**src/rtl/neuron_param_loader_pkg.sv**
```systemverilog
// Shared constants and FSM encoding for the neuron parameter loader.
// Optional build macro: LOADER_CHECKSUM_EN adds the CHECK state.
`ifndef dataWidth
`define dataWidth 16
`endif

package neuron_param_loader_pkg;

  localparam int DATA_WIDTH  = `dataWidth;
  localparam int MAX_WEIGHTS = 128;
  localparam int CNT_W       = $clog2(MAX_WEIGHTS + 1);
  localparam int CFG_NUM_W   = 2 * DATA_WIDTH + 1;

  // Position of each header word within a record
  localparam int HDR_LAYER_IDX  = 0;
  localparam int HDR_NEURON_IDX = 1;
  localparam int HDR_COUNT_IDX  = 2;

  // Header states share their encoding with the header word index
  typedef enum logic [2:0] {
    H_LAYER  = 3'(HDR_LAYER_IDX),
    H_NEURON = 3'(HDR_NEURON_IDX),
    H_COUNT  = 3'(HDR_COUNT_IDX),
    WEIGHTS  = 3'd3,
    BIAS     = 3'd4,
`ifdef LOADER_CHECKSUM_EN
    CHECK    = 3'd5,
`endif
    ERR      = 3'd6
  } state_e;

endpackage

```
**src/rtl/neuron_param_loader_if.sv**
```systemverilog
// Word stream handshake feeding the neuron parameter loader.
// Optional build macro: LOADER_CHECKSUM_EN (no effect on this interface).
interface neuron_param_loader_if;
  import neuron_param_loader_pkg::*;

  logic [DATA_WIDTH-1:0] s_data;
  logic                  s_valid;
  logic                  s_ready;

  modport master (output s_data, output s_valid, input  s_ready);
  modport slave  (input  s_data, input  s_valid, output s_ready);

endinterface

```
**src/rtl/neuron_param_loader_ctrl.sv**
```systemverilog
// Record-parsing FSM and weight down-counter for the parameter loader.
// Emits single-cycle combinational strobes on each accepted word; the top
// registers them. Optional build macro: LOADER_CHECKSUM_EN adds a trailing
// checksum word and the CHECK state.
module neuron_param_loader_ctrl
  import neuron_param_loader_pkg::*;
(
  input  logic                  clk,
  input  logic                  rst,
  input  logic [DATA_WIDTH-1:0] data_i,
  input  logic                  valid_i,
  output logic                  ready_o,
  output logic                  ld_layer_o,
  output logic                  ld_neuron_o,
  output logic                  wt_stb_o,
  output logic                  bias_stb_o,
  output logic                  done_stb_o,
  output logic                  err_stb_o
);

  state_e           state_q, state_d;
  logic [CNT_W-1:0] cnt_q, cnt_d;
  logic             ready_q;
  logic             accept;
  logic             count_ok;
`ifdef LOADER_CHECKSUM_EN
  logic [DATA_WIDTH-1:0] sum_q, sum_d;
`endif

  assign accept   = valid_i & ready_q;
  assign count_ok = (data_i != '0) && (data_i <= DATA_WIDTH'(MAX_WEIGHTS));
  assign ready_o  = ready_q;

  // State, counter and registered ready; ready tracks the state being entered
  always_ff @(posedge clk) begin
    if (!rst) begin
      state_q <= H_LAYER;
      cnt_q   <= '0;
      ready_q <= 1'b0;
`ifdef LOADER_CHECKSUM_EN
      sum_q   <= '0;
`endif
    end else begin
      state_q <= state_d;
      cnt_q   <= cnt_d;
      ready_q <= (state_d != ERR);
`ifdef LOADER_CHECKSUM_EN
      sum_q   <= sum_d;
`endif
    end
  end

  // Next state: advance only on an accepted word
  always_comb begin
    state_d = state_q;
    cnt_d   = cnt_q;
`ifdef LOADER_CHECKSUM_EN
    sum_d   = sum_q;
`endif
    if (accept) begin
      case (state_q)
        H_LAYER:  state_d = H_NEURON;
        H_NEURON: state_d = H_COUNT;
        H_COUNT: begin
          if (count_ok) begin
            state_d = WEIGHTS;
            cnt_d   = CNT_W'(data_i);
`ifdef LOADER_CHECKSUM_EN
            sum_d   = '0;
`endif
          end else begin
            state_d = ERR;
          end
        end
        WEIGHTS: begin
          cnt_d = cnt_q - CNT_W'(1);
`ifdef LOADER_CHECKSUM_EN
          sum_d = sum_q + data_i;
`endif
          if (cnt_q == CNT_W'(1)) state_d = BIAS;
        end
        BIAS: begin
`ifdef LOADER_CHECKSUM_EN
          sum_d   = sum_q + data_i;
          state_d = CHECK;
`else
          state_d = H_LAYER;
`endif
        end
`ifdef LOADER_CHECKSUM_EN
        CHECK:    state_d = (data_i == sum_q) ? H_LAYER : ERR;
`endif
        default:  state_d = state_q;
      endcase
    end
  end

  // Output strobes for the word being accepted this cycle
  always_comb begin
    ld_layer_o  = 1'b0;
    ld_neuron_o = 1'b0;
    wt_stb_o    = 1'b0;
    bias_stb_o  = 1'b0;
    done_stb_o  = 1'b0;
    err_stb_o   = 1'b0;
    if (accept) begin
      case (state_q)
        H_LAYER:  ld_layer_o  = 1'b1;
        H_NEURON: ld_neuron_o = 1'b1;
        H_COUNT:  err_stb_o   = !count_ok;
        WEIGHTS:  wt_stb_o    = 1'b1;
        BIAS: begin
          bias_stb_o = 1'b1;
`ifndef LOADER_CHECKSUM_EN
          done_stb_o = 1'b1;
`endif
        end
`ifdef LOADER_CHECKSUM_EN
        CHECK: begin
          done_stb_o = (data_i == sum_q);
          err_stb_o  = (data_i != sum_q);
        end
`endif
        default: ;
      endcase
    end
  end

endmodule

```
**src/rtl/neuron_param_loader.sv**
```systemverilog
// Neuron weight/bias loader: converts a flat word stream into per-neuron
// weight/bias strobes and drives the layer/neuron select buses.
// Optional build macro: LOADER_CHECKSUM_EN (trailing checksum word per record).
module neuron_param_loader
  import neuron_param_loader_pkg::*;
(
  input  logic                  clk,
  input  logic                  rst,
  neuron_param_loader_if.slave  s,
  output logic                  weightValid,
  output logic [DATA_WIDTH-1:0] weightValue,
  output logic                  biasValid,
  output logic [DATA_WIDTH-1:0] biasValue,
  output logic [CFG_NUM_W-1:0]  config_layer_num,
  output logic [CFG_NUM_W-1:0]  config_neuron_num,
  output logic                  rec_done,
  output logic                  err
);

  logic ready;
  logic ld_layer, ld_neuron, wt_stb, bias_stb, done_stb, err_stb;

  logic                  weight_valid_q, bias_valid_q, rec_done_q, err_q;
  logic [DATA_WIDTH-1:0] weight_value_q, bias_value_q;
  logic [CFG_NUM_W-1:0]  layer_q, neuron_q;

  neuron_param_loader_ctrl u_ctrl (
    .clk         (clk),
    .rst         (rst),
    .data_i      (s.s_data),
    .valid_i     (s.s_valid),
    .ready_o     (ready),
    .ld_layer_o  (ld_layer),
    .ld_neuron_o (ld_neuron),
    .wt_stb_o    (wt_stb),
    .bias_stb_o  (bias_stb),
    .done_stb_o  (done_stb),
    .err_stb_o   (err_stb)
  );

  // Strobe, value and select registers; selects hold until the next header
  always_ff @(posedge clk) begin
    if (!rst) begin
      weight_valid_q <= 1'b0;
      weight_value_q <= '0;
      bias_valid_q   <= 1'b0;
      bias_value_q   <= '0;
      layer_q        <= '0;
      neuron_q       <= '0;
      rec_done_q     <= 1'b0;
      err_q          <= 1'b0;
    end else begin
      weight_valid_q <= wt_stb;
      bias_valid_q   <= bias_stb;
      rec_done_q     <= done_stb;
      err_q          <= err_q | err_stb;
      if (wt_stb)    weight_value_q <= s.s_data;
      if (bias_stb)  bias_value_q   <= s.s_data;
      if (ld_layer)  layer_q        <= CFG_NUM_W'(s.s_data);
      if (ld_neuron) neuron_q       <= CFG_NUM_W'(s.s_data);
    end
  end

  assign s.s_ready         = ready;
  assign weightValid       = weight_valid_q;
  assign weightValue       = weight_value_q;
  assign biasValid         = bias_valid_q;
  assign biasValue         = bias_value_q;
  assign config_layer_num  = layer_q;
  assign config_neuron_num = neuron_q;
  assign rec_done          = rec_done_q;
  assign err               = err_q;

endmodule

```
**src/flat_wrapper.sv**
```systemverilog
// flat-port wrapper written by rule: the top's interface ports become plain ports
module neuron_param_loader_flat import neuron_param_loader_pkg::*;
  (clk, rst, weightValid, weightValue, biasValid, biasValue, config_layer_num, config_neuron_num, rec_done, err, s_s_data, s_s_valid, s_s_ready);
  neuron_param_loader_if s_i ();
  input  logic clk;
  input  logic rst;
  output logic weightValid;
  output logic [DATA_WIDTH-1:0] weightValue;
  output logic biasValid;
  output logic [DATA_WIDTH-1:0] biasValue;
  output logic [CFG_NUM_W-1:0] config_layer_num;
  output logic [CFG_NUM_W-1:0] config_neuron_num;
  output logic rec_done;
  output logic err;
  input wire logic [$bits(s_i.s_data)-1:0] s_s_data;
  input wire logic [$bits(s_i.s_valid)-1:0] s_s_valid;
  output wire logic [$bits(s_i.s_ready)-1:0] s_s_ready;
  assign s_i.s_data = s_s_data;
  assign s_i.s_valid = s_s_valid;
  assign s_s_ready = s_i.s_ready;
  neuron_param_loader u_core (.clk(clk), .rst(rst), .s(s_i), .weightValid(weightValid), .weightValue(weightValue), .biasValid(biasValid), .biasValue(biasValue), .config_layer_num(config_layer_num), .config_neuron_num(config_neuron_num), .rec_done(rec_done), .err(err));
endmodule
```
**config.mk**
```make
export PLATFORM = sky130hd
export DESIGN_NAME = neuron_param_loader_flat
export DESIGN_NICKNAME = d
export VERILOG_FILES = /design/src/rtl/neuron_param_loader_pkg.sv /design/src/rtl/neuron_param_loader_if.sv /design/src/rtl/neuron_param_loader_ctrl.sv /design/src/rtl/neuron_param_loader.sv /design/src/flat_wrapper.sv
export SDC_FILE = /design/constraint.sdc
export NUM_CORES = 1
export LEC_CHECK = 0
export ABC_AREA = 0
export ABC_CLOCK_PERIOD_IN_PS = 2870
export CAP_MARGIN = 0
export CORE_MARGIN = 8
export CORE_UTILIZATION = 55
export CTS_CLUSTER_DIAMETER = 100
export DETAILED_ROUTE_END_ITERATION = 16
export DONT_BUFFER_PORTS = 1
export GPL_TIMING_DRIVEN = 0
export PLACE_DENSITY = 0.7
export REMOVE_ABC_BUFFERS = 1
export SYNTH_ARGS = -nofsm -noshare
export SYNTH_HDL_FRONTEND = slang
export SYNTH_HIERARCHICAL = 1
export SYNTH_SLANG_ARGS = --single-unit
```
**constraint.sdc**
```tcl
create_clock -name clk -period 2.87 [get_ports clk]
set_clock_uncertainty 0.2 [all_clocks]
set_input_delay 0.287 -clock clk [delete_from_list [all_inputs] [get_ports clk]]
set_output_delay 0.287 -clock clk [all_outputs]
set_load 0.01 [all_outputs]
```
======== After elaboration in Yosys (flattened, before gate mapping) ========
Index checks and enable logic that the tools add are counted.
storage, ports and cells
  input bits .............................. 19
  logic and storage cells ................. 43
  flip-flop bits (word level) ............. 79
operators by class
  equal/unequal tests ..................... 7
  order comparisons ....................... 1
  bitwise operators ....................... 2
  reductions and logical operators ........ 6
  mux-type cells .......................... 16
  add/sub/neg operators ................... 1
operators by type and width
  operator                                                         count
  less-or-equal comparator 16 x 8 -> 1 bit, second input constant  1
  case mux 8 bit (2 select lines)                                  1
  nonzero test 16 bit                                              1
  case mux 3 bit (5 select lines)                                  1
  two-way mux 1 bit                                                10
  two-way mux 3 bit                                                3
  equality test 8 x 1 -> 1 bit, second input constant              1
  two-way mux 8 bit                                                1
  subtractor 8 x 1 -> 8 bit, second input constant                 1
  equality test 3 x 2 -> 1 bit, second input constant              2
  equality test 3 x 1 -> 1 bit, second input constant              1
  equality test 3 bit, second input constant                       1
  logical NOT 3 bit                                                1
  inequality test 3 bit, second input constant                     1
  AND reduction 3 bit                                              1
  inequality test 2 bit, second input constant                     1
  nonzero test 2 bit                                               1
  AND 1 bit                                                        1
  logical AND 1 bit                                                1
  logical NOT 1 bit                                                1
  bitwise OR 1 bit                                                 1

======== Depth between registers and ports, before layout ========
Gate-level depths: netlist (run 1).
  word-level depth ........................ 6
  gate-level depth with buffers ........... 7

======== Hierarchy ========
The synthesis (run 1) kept the hierarchy.
modules (own cells, without submodules)
  module                    cells each  area an instance (sq um)  instances
  neuron_param_loader       250         2857.7                    1
  neuron_param_loader_ctrl  107         835.8                     1

======== Least setup slack after synthesis (run 1) ========
No wires, ideal clock.
  kind .................................... input to register
  start ................................... input s_s_data[3]
  end ..................................... register u_core.u_ctrl.cnt_q[5]
  cell stages on the path ................. 6
  buffers on the path ..................... 1
  path slack .............................. 0.626 ns
  library setup time ...................... 0.117 ns
  arrival time ............................ 1.927 ns
  path through ............................ or4_1 > o41a_1 > nor4_4 > buf_6 > o22ai_1 > a32o_1
on the way
  longest elaborated chain between the ends .. 4
RTL lines
  element                                                                          RTL line                        source
  start, declared                                                                  flat_wrapper.sv:15              input wire logic [$bits(s_i.s_data)-1:0] s_s_data;
  less-or-equal comparator 16 x 8 -> 1 bit or nonzero test 16 bit (tied branches)  neuron_param_loader_ctrl.sv:31  assign count_ok = (data_i != '0) && (data_i <= DATA_WIDTH'(MAX_WEIGHTS));
  logical AND 1 bit (*)                                                            neuron_param_loader_ctrl.sv:31
  inequality test 2 bit (no source line) (*)                                       -
  AND reduction 3 bit (no source line) (*)                                         -
  end signal, assigned                                                             neuron_param_loader_ctrl.sv:45  cnt_q <= cnt_d;
  end, declared                                                                    neuron_param_loader_ctrl.sv:22  logic [CNT_W-1:0] cnt_q, cnt_d;
Every way passes the cells marked *; elsewhere a longest branch is shown, timed or not.
A chain may end at the register's enable or synchronous reset.

======== Final worst setup path (run 1) ========
  start ................................... register u_core.u_ctrl.state_q[2]
  end ..................................... register u_core.u_ctrl.cnt_q[5]
on the way
  longest elaborated chain between the ends .. 3
RTL lines
  element                                                                       RTL line                        source
  start, declared                                                               neuron_param_loader_ctrl.sv:21  state_e state_q, state_d;
  start signal, assigned                                                        neuron_param_loader_ctrl.sv:44  state_q <= state_d;
  equality test 3 x 2 -> 1 bit                                                  neuron_param_loader_ctrl.sv:61  case (state_q)
  inequality test 2 bit (no source line) or nonzero test 2 bit (tied branches)  -
  AND reduction 3 bit (no source line)                                          -
Several ways; a longest one is shown, not always the timed one.

==> reports/qor.txt, run 1 <==
Total power: 2.126 mW
Worst slack, placed: 0.2042 ns
Sequential share of the synthesized area: 43.36%
Crit path cell chain: and3b_1 > nand3_1 > clkinvlp_4 > or2_4 > a32o_1
Final-layout fill cell count: 590
Ports: 122
Share of post-route cells with drive strength above 1: 7.568%
Relative slew slack: 18.87%
Antenna Cells: 0
Worst r2r src: u_core/u_ctrl/state_q[2]$_SDFF_PN0_
Average wire per standard cell: 18.28 µm
Synth Cell Area: 0.003694 mm²
Worst hold path type: in2reg
Post-CTS setup repair buffer count: 0
PortBufs: 0
Hold violation total from the final report: 0
Initial core utilization: 55.59%
Largest family of logic cells by synthesized area: simple AND/OR/NAND/NOR gates
Max_cap viols: 0
Predominant post-synthesis flop cell: dfxtp_1
Xor/xnor share of the synthesized area: 0%
Grt total ovfl: 0
Iteration-0 DRC Markers: 106
Synth area leaders: dfxtp_1 43%, mux2i_1 18%, nor2b_1 10%
Drt pass-1 iters: 4
Synth Area per Inst: 10.35 µm²
Die area: 0.009594 mm²
Number of global-route vias before repair: 2350
Util after Layout: 59.00%
Crit path launch type: register
Root Buffer: clkbuf_8
Clk slew on worst S/H paths: 0.08 ns
Post-Synth Simple-Gate Area: 18.77%
CP Max Fanout: 23
Async SR Flop Fraction: 0%
Final min period: 2.616 ns
Nets@finish: 388
Worst Hold Launch: rst
Clk_lat worst skew: 0.34 ns
Final Max Slew Viols: 0
Floorplan row count: 30
WP buf/inv: 1
Synth Area in Adders: 0.6775%
Hpwl dp: 5288 µm
Slowest cell on crit path: clkinvlp_4
Die height: 97.95 µm
Placed insts: 419
Status: finished, final reports clean
Yosys top cell by area: dfxtp_1
Worst VDD drop: 0.0002821 V
Num CTS Buffers: 9
Req. time, crit path: 2.90 ns
Cell area after layout: 0.003920 mm²
Setup CP Type: reg2reg
Actual slew at the worst max-slew pin: 1.217 ns
Crit. End Element: register
Gr usage total: 16.89%
PD cells: 542.3 mW/mm²
Leakage: 1.419 nW
First-pass GRT wire length: 13060 µm
Post-Route WL: 8226 µm
Fin crit share: 91.14%
Initial antenna violation count: 0
Gpl congestion: 0.7766
Share of the synthesized area in the top cell type: 43.36%
Via count: 2344
Yosys warns: 6
Hold WS: 0.02373 ns
Die W: 97.95 µm
Antenna-violating nets left: 0
Layout Cells excl Fill: 450
H-tree depth: 3
Final worst slack: 0.2543 ns
Clock Path Buffers: 2
Total negative slack: 0 ns
Post-synth EDFFs: 0
FMAX: 0.3823 GHz
DP Area: 0.003532 mm²
DRC: 0
Compound-Gate Fraction of Synth Area: 6.741%
Area added between synthesis and finish: 6.131%
WP data arrival: 2.65 ns
DR vias/cell: 5.209
Cell family with most CP delay: simple AND/OR/NAND/NOR gates
CP peak stage delay: 0.64 ns
Pin count of the biggest net entering global routing: 82
Worst setup path startpoint: u_core/u_ctrl/state_q[2]$_SDFF_PN0_
Number of clock sinks: 80
Core area: 0.006644 mm²
CTS tree: built
Final setup vio count: 0
Synthesis-stage register bit count: 80
Mux cell area share after synthesis: 17.62%
Unrepaired setup endpoints after global routing: no
Post-synthesis instance total: 357
Synth cell types: 43
==> cells in the final DEF, fill, tap and decap left out, types with 2 or more instances in the layout <==
cell type	netlist	routed
nor2b_1	59	59
nor3_1	5	5
a21boi_1	3	3
or4_1	3	3
mux2i_1	65	65
conb_1	1	34
a32o_1	3	3
nor4_1	3	3
or3_1	2	2
o2bb2ai_1	2	2
buf_16	0	2
nor2_1	9	8
or2_2	3	2
and2_2	2	2
o21a_1	2	2
clkinvlp_4	0	2
dfxtp_1	80	80
dlygate4sd3_1	0	16
o22ai_1	2	2
o21ai_0	6	6
ha_1	2	2
o211a_1	3	3
and2b_1	8	8
inv_1	6	5
buf_4	36	2
clkbuf_8	0	11
nand2_1	10	10
a21oi_1	8	8
==> cells in the mapped netlist (5+ instances only) <==
cell / n
dfxtp_1: 80
mux2i_1: 65
nor2b_1: 59
buf_4: 36
nand2_1: 10
nor2_1: 9
a21oi_1: 8
and2b_1: 8
clkbuf_1: 7
inv_1: 6
o21ai_0: 6
buf_6: 5
nor3_1: 5
==> layout make-up <==
type / instances / area [µm²] / share of cell area [%]
Inverter: 6 / 26.28 / 0.6703
Timing Repair Buffer: 21 / 241.5 / 6.160
Multi-Input combinational cell: 249 / 1757 / 44.81
Sequential cell: 80 / 1602 / 40.86
Clock buffer: 11 / 151.4 / 3.862
Tap cell: 80 / 100.1 / 2.553
Clock inverter: 3 / 42.54 / 1.085
==> where the power goes <==
| part | switching (mW) | total, mW | internal [mW] |
|---|---|---|---|
| Clock | 0.381 | 0.820 | 0.439 |
| Combinational | 0.0855 | 0.152 | 0.0661 |
| Sequential | 0.0253 | 1.15 | 1.13 |
==> state kept, by name, summed over array words and instances (netlist names) <==
| register | flops |
|---|---|
| u_core/biasValid | 1 |
| u_core/biasValue | 16 |
| u_core/config_layer_num | 16 |
| u_core/config_neuron_num | 16 |
| u_core/err | 1 |
| u_core/rec_done | 1 |
| u_core/u_ctrl/cnt_q | 8 |
| u_core/u_ctrl/ready_o | 1 |
| u_core/u_ctrl/state_q | 3 |
| u_core/weightValid | 1 |
| u_core/weightValue | 16 |
==> timing repair <==
action	in CTS	in global routing
hold endpoints to repair	80	0
gates resized for setup	0	2
endpoints found under the setup margin	0	5
hold buffers	17	0
==> path summary, 6_finish.rpt <==
kind | end | slack [ns] | cells after the start
max reg2reg | u_core/u_ctrl/cnt_q[5]$_SDFFE_PN0P_ | 0.25 | 5
min | u_core/u_ctrl/cnt_q[6]$_SDFFE_PN0P_ | 0.02 | 2
min reg2reg | u_core/u_ctrl/cnt_q[6]$_SDFFE_PN0P_ | 0.31 | 1
max | u_core/u_ctrl/cnt_q[5]$_SDFFE_PN0P_ | 0.25 | 5
==> cells by family (layout without fill, tap and decap cells) <==
group	after synthesis	after routing
and+or+nand+nor	113	113
DFF	80	80
muxes	65	65
buffers and inverters	61	41
AOI/OAI and AO/OA	35	35
adders and majority gates	2	2
other	1	34
==> routing by layer <==
metal	vias to the layer above	GRT usage [%]	wire, µm
met1	1098	19.25	3586
met4	0	6.475	86
met3	9	7.112	740
li1	1164	-	-
met5	-	0	0
met2	73	27.40	3813
Power figures use the tool's default switching activity.
==> inputs of run 2 (changes only) <==
--- a/config.mk
+++ b/config.mk
@@ -11,6 +11,7 @@
 export CORE_MARGIN = 8
 export CORE_UTILIZATION = 55
 export CTS_CLUSTER_DIAMETER = 100
+export CTS_CLUSTER_SIZE = 40
 export DETAILED_ROUTE_END_ITERATION = 16
 export DONT_BUFFER_PORTS = 1
 export GPL_TIMING_DRIVEN = 0
==> results of run 2 <==
Same layout as run 1: the final DEF is identical, and so are final timing and power.
==> inputs of run 3 (changes only) <==
--- a/config.mk
+++ b/config.mk
@@ -14,8 +14,10 @@
 export CTS_CLUSTER_SIZE = 40
 export DETAILED_ROUTE_END_ITERATION = 16
 export DONT_BUFFER_PORTS = 1
+export GPL_ROUTABILITY_DRIVEN = 0
 export GPL_TIMING_DRIVEN = 0
 export PLACE_DENSITY = 0.7
+export RECOVER_POWER = 50
 export REMOVE_ABC_BUFFERS = 1
 export SYNTH_ARGS = -nofsm -noshare
 export SYNTH_HDL_FRONTEND = slang
==> run 3 against run 2 <==
- worst hold slack hardly changed
- final cell count did not move
- utilization decreased by 0.21 points
- combinational power barely moved
- count of clock-buffer cells in the layout is the same
- register-to-register slack worse by 0.02 ns
- die area stayed put
- fmax down 0.79%
- global-route usage stayed put
- sequential cell count unchanged
- critical path type unchanged
- critical endpoint unchanged
==> reports/qor.txt, run 3 (same netlist as run 1, synthesis figures left out) <==
Status: finished, final reports clean (unchanged)
Nets@finish: 388 (unchanged)
Num CTS Buffers: 9 (unchanged)
First-pass GRT wire length: 13060 µm (unchanged)
Initial core utilization: 55.59% (unchanged)
Average wire per standard cell: 18.37 µm (was 18.28 µm)
Iteration-0 DRC Markers: 105 (was 106)
CP Max Fanout: 23 (unchanged)
Worst hold path type: in2reg (unchanged)
Clk_lat worst skew: 0.34 ns (about the same)
Pin count of the biggest net entering global routing: 82 (unchanged)
Commonest non-fill, non-tap cell in the layout: dfxtp_1 (unchanged)
Area added between synthesis and finish: 5.759% (was 6.131%)
Crit. End Element: register (unchanged)
Actual slew at the worst max-slew pin: 1.214 ns (was 1.217 ns)
Drt pass-1 iters: 4 (unchanged)
Leakage: 1.410 nW (was 1.419 nW)
Clk slew on worst S/H paths: 0.08 ns (about the same)
Setup CP Type: reg2reg (unchanged)
Die height: 97.95 µm (unchanged)
Placed insts: 419 (unchanged)
Gr usage total: 16.89% (unchanged)
Antenna Cells: 0 (unchanged)
Number of global-route vias before repair: 2350 (unchanged)
CTS tree: built (unchanged)
Initial antenna violation count: 0 (unchanged)
Post-CTS setup repair buffer count: 0 (unchanged)
Hold violation total from the final report: 0 (unchanged)
Via count: 2345 (was 2344)
Max_cap viols: 0 (unchanged)
DR vias/cell: 5.211 (was 5.209)
Layout Cells excl Fill: 450 (unchanged)
Worst VDD drop: 0.0002820 V (was 0.0002821 V)
Share of post-route cells with drive strength above 1: 6.757% (was 7.568%)
Req. time, crit path: 2.90 ns (about the same)
Post-Route WL: 8268 µm (was 8226 µm)
DRC: 0 (unchanged)
Relative slew slack: 19.06% (was 18.87%)
Grt total ovfl: 0 (unchanged)
Die area: 0.009594 mm² (unchanged)
Root Buffer: clkbuf_8 (unchanged)
Antenna-violating nets left: 0 (unchanged)
Hold WS: 0.02334 ns (was 0.02373 ns)
Crit path launch type: register (unchanged)
PortBufs: 0 (unchanged)
WP data arrival: 2.67 ns (was 2.65 ns)
Ports: 122 (unchanged)
Fin crit share: 91.87% (was 91.14%)
Floorplan row count: 30 (unchanged)
Hpwl dp: 5288 µm (unchanged)
Die W: 97.95 µm (unchanged)
FMAX: 0.3793 GHz (was 0.3823 GHz)
Final Max Slew Viols: 0 (unchanged)
Total power: 2.126 mW (about the same)
Core area: 0.006644 mm² (unchanged)
Final setup vio count: 0 (unchanged)
Most frequent cells in the layout: 80 x dfxtp_1, 65 x mux2i_1, 59 x nor2b_1 (unchanged)
Unrepaired setup endpoints after global routing: no (unchanged)
PD cells: 544.3 mW/mm² (was 542.3 mW/mm²)
Total negative slack: 0 ns (unchanged)
Number of clock sinks: 80 (unchanged)
Final min period: 2.637 ns (was 2.616 ns)
Clock Path Buffers: 2 (unchanged)
H-tree depth: 3 (unchanged)
-- run 3: cell type report --
cell class | instances | area [µm²]
sequential | 80 | 1602
clock inverter | 3 | 42.54
fill | 596 | 2738
tap | 80 | 100.1
timing repair buffer | 21 | 234.0
clock buffer | 11 | 151.4
inverter | 6 | 26.28
multi-input combinational | 249 | 1750
-- run 3: final timing paths --
path,slack (ns),cells after the start,from,end
max,0.23,5,u_core/u_ctrl/state_q[2]$_SDFF_PN0_,u_core/u_ctrl/cnt_q[5]$_SDFFE_PN0P_
min,0.02,2,rst,u_core/u_ctrl/cnt_q[6]$_SDFFE_PN0P_
max reg2reg,0.23,5,u_core/u_ctrl/state_q[2]$_SDFF_PN0_,u_core/u_ctrl/cnt_q[5]$_SDFFE_PN0P_
min reg2reg,0.31,1,u_core/u_ctrl/cnt_q[6]$_SDFFE_PN0P_,u_core/u_ctrl/cnt_q[6]$_SDFFE_PN0P_
-- run 3: worst max-delay path, stage by stage, from the launching register on --
cell	delay, ns
dfxtp_1	0.40
and3b_1	0.25
nand3_1	0.31
clkinvlp_4	0.65
or2_4	0.49
a32o_1	0.22
-- run 3: routing by layer --
layer  vias up  global-route usage [%]  routed length [µm]
li1       1165                       -                   -
met1      1101                   19.25                3616
met2        70                   27.40                3836
met3         9                   7.112                 731
met4         0                   6.475                  83
met5         -                       0                   0
-- run 3: metrics by stage --
| stage | setup slack, ns | util [%] | cell area [µm²] |
|---|---|---|---|
| 2_1_floorplan | -0.9821 | - | 3369 |
| 3_3_place_gp | -2.568 | 52.22 | 3470 |
| 3_5_place_dp | 0.2042 | 53.16 | 3532 |
| 4_1_cts | 0.1835 | 58.91 | 3914 |
| 5_1_grt | 0.06838 | 58.79 | 3906 |
| 6_report | 0.2334 | 58.79 | 3906 |
-- run 3: power breakdown --
| group | leakage (nW) | switching (mW) | total, mW | internal (mW) |
|---|---|---|---|---|
| clock network | 0.0973 | 0.382 | 0.821 | 0.439 |
| registers | 0.647 | 0.0251 | 1.15 | 1.13 |
| logic | 0.665 | 0.0854 | 0.151 | 0.0660 |
| total | 1.41 | 0.493 | 2.13 | 1.63 |
-- run 3: timing repair --
item	CTS	global route
setup endpoints to repair	0	5
endpoints found under the hold margin	80	0
hold buffers	17	0
resized for setup	0	2
